## config.mk

```make
export PLATFORM = sky130hd
export DESIGN_NAME = fifo_wr_arbiter
export DESIGN_NICKNAME = d
export VERILOG_FILES = /design/src/rtl/fifo_wr_arbiter.sv
export SDC_FILE = /design/constraint.sdc
export NUM_CORES = 1
export LEC_CHECK = 0
export ABC_CLOCK_PERIOD_IN_PS = 2300
export CAP_MARGIN = 30
export CORE_MARGIN = 2
export CORE_UTILIZATION = 37
export CTS_BUF_LIST = sky130_fd_sc_hd__clkbuf_8
export DETAILED_ROUTE_END_ITERATION = 12
export GPL_ROUTABILITY_DRIVEN = 0
export GPL_TIMING_DRIVEN = 0
export PLACE_DENSITY = 0.88
export SYNTH_ARGS = -nofsm -noshare
export SYNTH_HDL_FRONTEND = slang
export SYNTH_SLANG_ARGS = --single-unit
```

## constraint.sdc

```tcl
create_clock -name i_clk -period 2.3 [get_ports i_clk]
set_input_delay 0.23 -clock i_clk [delete_from_list [all_inputs] [get_ports i_clk]]
set_output_delay 0.23 -clock i_clk [all_outputs]
set_load 0.05 [all_outputs]
```

## src/rtl/fifo_wr_arbiter.sv

```systemverilog
// Round-robin write-port arbiter in front of fifo_controller.
// Shares one FIFO write port between N requesters, granting bursts of up to
// MAX_BURST words, and turns the FIFO full flag into per-requester backpressure.
module fifo_wr_arbiter #(
  parameter int unsigned N         = 4,
  parameter int unsigned W         = 8,
  parameter int unsigned MAX_BURST = 4
) (
  input  logic                 i_clk,
  input  logic                 i_rst,
  input  logic [N-1:0]         i_req,
  input  logic [N-1:0]         i_last,
  input  logic [N*W-1:0]       i_data,
  input  logic                 i_full,
  output logic [N-1:0]         o_gnt,
  output logic                 o_wr,
  output logic [W-1:0]         o_wdata,
  output logic [$clog2(N)-1:0] o_owner,
  output logic                 o_busy
);

  localparam int unsigned OW = $clog2(N);
  localparam int unsigned CW = $clog2(MAX_BURST + 1);

  localparam logic ST_IDLE  = 1'b0;
  localparam logic ST_BURST = 1'b1;

  logic          state_q, state_d;
  logic [OW-1:0] owner_q, owner_d;
  logic [OW-1:0] last_win_q, last_win_d;
  logic [CW-1:0] cnt_q, cnt_d;

  logic [OW-1:0] sel;
  logic [OW-1:0] rr_idx;
  logic          any_req;
  logic          own_req;
  logic          own_last;
  logic          xfer;
  logic [CW-1:0] cnt_inc;
  logic          burst_end;

  assign any_req = |i_req;
  assign own_req  = i_req[owner_q];
  assign own_last = i_last[owner_q];
  assign xfer     = (state_q == ST_BURST) && own_req && !i_full;
  assign cnt_inc  = cnt_q + CW'(1);

  // Withdrawal ends the burst without a transfer; last word or a full burst ends it after one.
  assign burst_end = !own_req || (xfer && (own_last || (cnt_inc == CW'(MAX_BURST))));

  // Round-robin pick: scan from the largest offset down so the nearest requester after
  // last_win is the final (winning) assignment.
  always_comb begin
    sel    = '0;
    rr_idx = '0;
    for (int off = int'(N); off >= 1; off--) begin
      rr_idx = OW'((32'(last_win_q) + 32'(off)) % N);
      if (i_req[rr_idx]) sel = rr_idx;
    end
  end

  // Next-state for the IDLE/BURST controller and its bookkeeping registers.
  always_comb begin
    state_d    = state_q;
    owner_d    = owner_q;
    last_win_d = last_win_q;
    cnt_d      = cnt_q;
    case (state_q)
      ST_IDLE: begin
        if (any_req) begin
          state_d = ST_BURST;
          owner_d = sel;
          cnt_d   = '0;
        end
      end
      ST_BURST: begin
        if (xfer) cnt_d = cnt_inc;
        if (burst_end) begin
          state_d    = ST_IDLE;
          last_win_d = owner_q;
        end
      end
      default: state_d = ST_IDLE;
    endcase
  end

  // State registers with synchronous reset; last_win starts at N-1 so requester 0 wins first.
  always_ff @(posedge i_clk) begin
    if (i_rst) begin
      state_q    <= ST_IDLE;
      owner_q    <= '0;
      last_win_q <= OW'(N - 1);
      cnt_q      <= '0;
    end else begin
      state_q    <= state_d;
      owner_q    <= owner_d;
      last_win_q <= last_win_d;
      cnt_q      <= cnt_d;
    end
  end

  // Grant strobe and write-data mux follow the current owner.
  always_comb begin
    o_gnt   = '0;
    o_wdata = i_data[W-1:0];
    for (int k = 0; k < int'(N); k++) begin
      if (owner_q == OW'(k)) begin
        o_gnt[k] = xfer;
        o_wdata  = i_data[k*W +: W];
      end
    end
  end

  assign o_wr    = xfer;
  assign o_owner = owner_q;
  assign o_busy  = (state_q == ST_BURST);

endmodule
```

; ---- After elaboration in Yosys (flattened, before gate mapping)
; Index checks and enable logic that the tools add are counted.
[classes]
n_addsub = 5
magnitude_cmp = 5
n_eq_ne = 6
muxes = 29
bitwise = 1
n_reduce_logical = 12
[ops]
columns = operator, count
row1 = 8-bit 2-to-1 mux, 3
row2 = "2-bit by 3-bit less-than comparator with 1-bit output, second input constant", 5
row3 = 1-bit binary-select mux with 2-bit select, 6
row4 = 1-bit 2-to-1 mux, 12
row5 = 2-bit 2-to-1 mux, 4
row6 = 3-bit 2-to-1 mux, 2
row7 = 3-bit one-hot mux with 2 select lines, 1
row8 = 2-bit AND reduction, 3
row9 = "2-bit by 1-bit adder with 2-bit output, second input constant", 2
row10 = "2-bit adder, second input constant", 2
row11 = "2-bit == test, second input constant", 2
row12 = 4-bit OR reduction, 1
row13 = "3-bit by 1-bit adder with 3-bit output, second input constant", 1
row14 = "3-bit == test, second input constant", 1
row15 = 1-bit logical AND, 3
row16 = "2-bit by 1-bit == test with 1-bit output, second input constant", 1
row17 = 1-bit logical NOT, 2
row18 = 2-bit logical NOT, 1
row19 = 1-bit logical OR, 2
row20 = "2-bit by 1-bit != test with 1-bit output, second input constant", 1
row21 = "2-bit != test, second input constant", 1
row22 = 1-bit one-hot mux with 2 select lines, 1
row23 = 1-bit NOT, 1
[totals]
ff_bits = 8
in_bits = 43
out_inout_bits = 16

; ---- Logic depth before layout (Yosys ltp)
[depth]
depth_word = 8
ltp_mapped = 7
mapped_depth_nobuf = 6

; ---- Worst setup path after synthesis
; OpenSTA, ideal clock, no wires.
[synth_path]
kind = register to output
start = register state_q (netlist: o_busy)
end = output port o_gnt[1]
t_arrival_ps = 2369
required_time_ps = 2070
path_slack_ps = -299
stages_incl_launch_ff = 4
path_buffers = 0
cell_sequence = dfxtp_1 > nor2b_1 > nand2_2 > nor3b_1
[synth_between]
elab_chain_cells = 3
[synth_rtl]
columns = element, line
row1 = "start, declared", 28  ; logic state_q, state_d;
row2 = "start signal, assigned", 95  ; state_q <= state_d;
row3 = 1-bit logical AND (2 in series), 45  ; assign xfer = (state_q == ST_BURST) && own_req && !i_full;
row4 = 1-bit 2-to-1 mux, 107  ; if (owner_q == OW'(k)) begin
row5 = "end, declared", 15  ; output logic [N-1:0] o_gnt,
; Every way passes these cells.

; ---- Worst setup path after layout
[layout_path]
start = register state_q (netlist: o_busy)
end = output port o_wr
[layout_between]
elab_chain_cells = 2
[layout_rtl]
columns = element, line
row1 = 1-bit logical AND (2 in series), 45
row2 = "end, declared", 16  ; output logic o_wr,
; Every way passes these cells.

==> run_results.csv <==
group,metric,value,unit
hold_path,hold_path_class,"input port to flop",
power_and_ir_drop,ir_worst_vdd,0.4691,mV
detailed_routing,avgViaCountPerCell,5.482,
sta,final.setup.tns,0,ns
global_routing,antenna_found_initial,0,
synthesis,synth_common_cells,"8 x dfxtp_1, 8 x nor2_1, 5 x a21oi_1, 5 x mux4_2, 4 x mux4_1",
finish,antenna_cells,0,
detailed_routing,post_drt_wl_per_cell,17.14,microns
power_and_ir_drop,p_leak,0.6256,nW
floorplanning,rows,16,
placed_design,pre_cts_slack,-0.3066,ns
synthesis,synth_flop_cell,"dfxtp_1",
sta,final_hold_viol_count,0,
sta,max_freq,0.4517,GHz
placed_design,hpwl,2208,microns
finish,drive_gt1_frac,0.1825,
clock_tree,clock_latency,0.24,ns
finish,syn_to_final_growth,81.52,%
detailed_routing,routed_wirelength,2811,microns
clock_tree,cts.clk_slew.worst_paths,0.04,ns
critical_path,required,2.07,ns
global_routing,grt_pass1_vias,903,
synthesis,yosys-top-cells-area,"dfxtp_1 20%, mux4_2 14%, mux4_1 13%",
flow_run,maxCapViolations,0,
synthesis,synth_warnings,0,
finish,fillers,150,
detailed_routing,drt_pass1_iterations,4,
global_routing,grt_max_degree,11,
sta,rsz0062_at_grt,"no",
clock_tree,cts_hold_buf,0,
detailed_routing,drt-initial-drc-count,19,
clock_tree,clock_sinks,8,
detailed_routing,ant_nets,0,
floorplanning,die_area,2527,sq um
critical_path,reg2reg_from,"o_owner[0]",
detailed_routing,drc,0,
status,status,"complete, no violations",
clock_tree,cts_tree,"yes",
finish,fin_nets,184,
synthesis,async_reset_ff_frac,0,
synthesis,syn_avg_cell_area,10.29,sq um
synthesis,syn_nets,122,
global_routing,grt_usage,0.2339,
sta,slew_viol_final,0,
synthesis,ys_ff_latch,8,
clock_tree,h-tree-depth,1,
hold_path,hp-start,"i_rst",
finish,utilization,0.7254,
critical_path,crit_type,"flop to primary output",
placed_design,port_buffers,57,
sta,max_slew_margin,0.6544,
floorplanning,die_width,50.27,microns
critical_path,worst_r2r_path_depth,6,
sta,fin_worst_skew,0.006138,ns
synthesis,synth_area,792.0,sq um
critical_path,critPathCaptureType,"primary output",
sta,post-route-period-util,0.9625,
critical_path,r2r-end,"last_win_q[1]",
clock_tree,cts_max_path_buffers,2,
sta,fin_ws,0.08636,ns
synthesis,synth_edf_count,0,
power_and_ir_drop,p_per_area,576.8,nW/um^2
global_routing,grt_pass1_wl,4464,microns
hold_path,hold_end,"cnt_q[0]",
detailed_routing,vias,899,
sta,finalCriticalPeriod,2.214,ns
critical_path,worst-r2r-setup-slack,0.58,ns
clock_tree,numCtsBuffers,3,
floorplanning,pin_count,59,
floorplanning,start_util,0.3996,
sta,setup_violations,0,
hold_path,holdPathStages,2,
synthesis,yosysSeqAreaShare,0.2022,
critical_path,crit_path_start_kind,"flop",
sta,worst_pin_slew,0.5175,ns
synthesis,yosysUniqueCellTypes,39,
clock_tree,root_buffer,"clkbuf_8",
synthesis,syn_inst,77,
global_routing,grt_overflow_total,0,
critical_path,cp.arrival,1.98,ns
critical_path,path_max_fanout,7,
floorplanning,coreArea,1982,sq um
synthesis,synth_area_leader_cell,"dfxtp_1",
floorplanning,die_h,50.27,microns
synthesis,yosysTopAreaCellShare,0.2022,
==> worst max-delay path by stage <==
stage	from	endpoint	slack, ns	cells past startpoint
after floorplan	o_owner[0]	o_gnt[3]	0.03	5
after global placement	i_req[2]	o_gnt[3]	-0.29	6
after detailed placement	i_req[2]	o_gnt[3]	-0.31	6
after CTS	o_owner[0]	o_gnt[3]	-0.08	6
after global routing	o_owner[0]	o_wdata[4]	0.02	4
final	o_busy	o_wr	0.09	4
==> worst max-delay path, cell delays in order (launching register included) <==
cell           delay [ns]
dfxtp_1              0.45
nor2b_1              0.37
nand2_2              0.18
inv_2                0.18
dlygate4sd2_1        0.56
==> area by class of cell <==
type                    count  area [sq um]  area share
plain buffers               5         32.53     0.02263
clock buffers               3         41.29     0.02872
inverters                   3         11.26    0.007833
multi-input cells          61         604.3      0.4204
flip-flops and latches      8         160.2      0.1114
well taps                  27         33.78     0.02350
repair buffers             57         554.3      0.3856
==> where the power goes <==
| part | internal, mW | switching [mW] | leakage (nW) | total (mW) |
|---|---|---|---|---|
| sequential | 0.155 | 0.0168 | 0.0658 | 0.172 |
| clock | 0.114 | 0.0631 | 0.0216 | 0.177 |
| combinational | 0.213 | 0.268 | 0.538 | 0.480 |
==> registers in the layout, indices dropped and copies added (netlist names) <==
signal,count
cnt_q,3
last_win_q,2
o_busy,1
o_owner,2
==> logic make-up after synthesis <==
kind of cell             share of synthesized area
flip-flops                                  0.2022
AO/OA/AOI/OAI                               0.1896
multiplexers                                0.3318
buffers and inverters                      0.05054
AND/OR/NAND/NOR                             0.1833
XOR/XNOR                                   0.01106
adder cells (fa/ha/maj)                    0.03159
==> metal layers <==
layer  global-route usage  vias to the layer above  wire length [microns]
li1                     -                      424                      -
met4              0.06944                        0                     34
met1               0.2649                      415                   1108
met5                    0                        -                      0
met2               0.4013                       57                   1282
met3              0.09226                        3                    386
==> layout by cell type, fill, tap and decap left out, types with 2 or more instances in the layout <==
master and n:
a21oi_1 5, buf_2 3, clkbuf_2 2, clkbuf_8 3, clkdlybuf4s50_1 44, dfxtp_1 8, dlygate4sd2_1 7, dlymetal6s2s_1 3
ha_1 2, inv_1 2, mux2i_1 3, mux4_1 4, mux4_2 5, nand2_1 2, nand3b_1 2, nor2_1 7
nor2b_1 3, nor3b_2 2, o21ai_0 3
==> metrics by stage <==
stage | hold slack (ns) | cell area [sq um] | instances | power, mW
global route | 0.3515 | 1438 | 164 | 0.8608
finish | 0.3298 | 1438 | 164 | 0.8293
floorplan | 0.4369 | 804.5 | 77 | 0.4905
global placement | 0.4864 | 1409 | 161 | 0.6568
detailed placement | 0.5081 | 1409 | 161 | 0.6688
CTS | 0.3269 | 1441 | 164 | 0.8317
==> what timing repair did <==
item	CTS	global route
setup buffers	0	0
endpoints found under the setup margin	10	10
resized for setup	13	10
(Power assumes the default switching activity.)
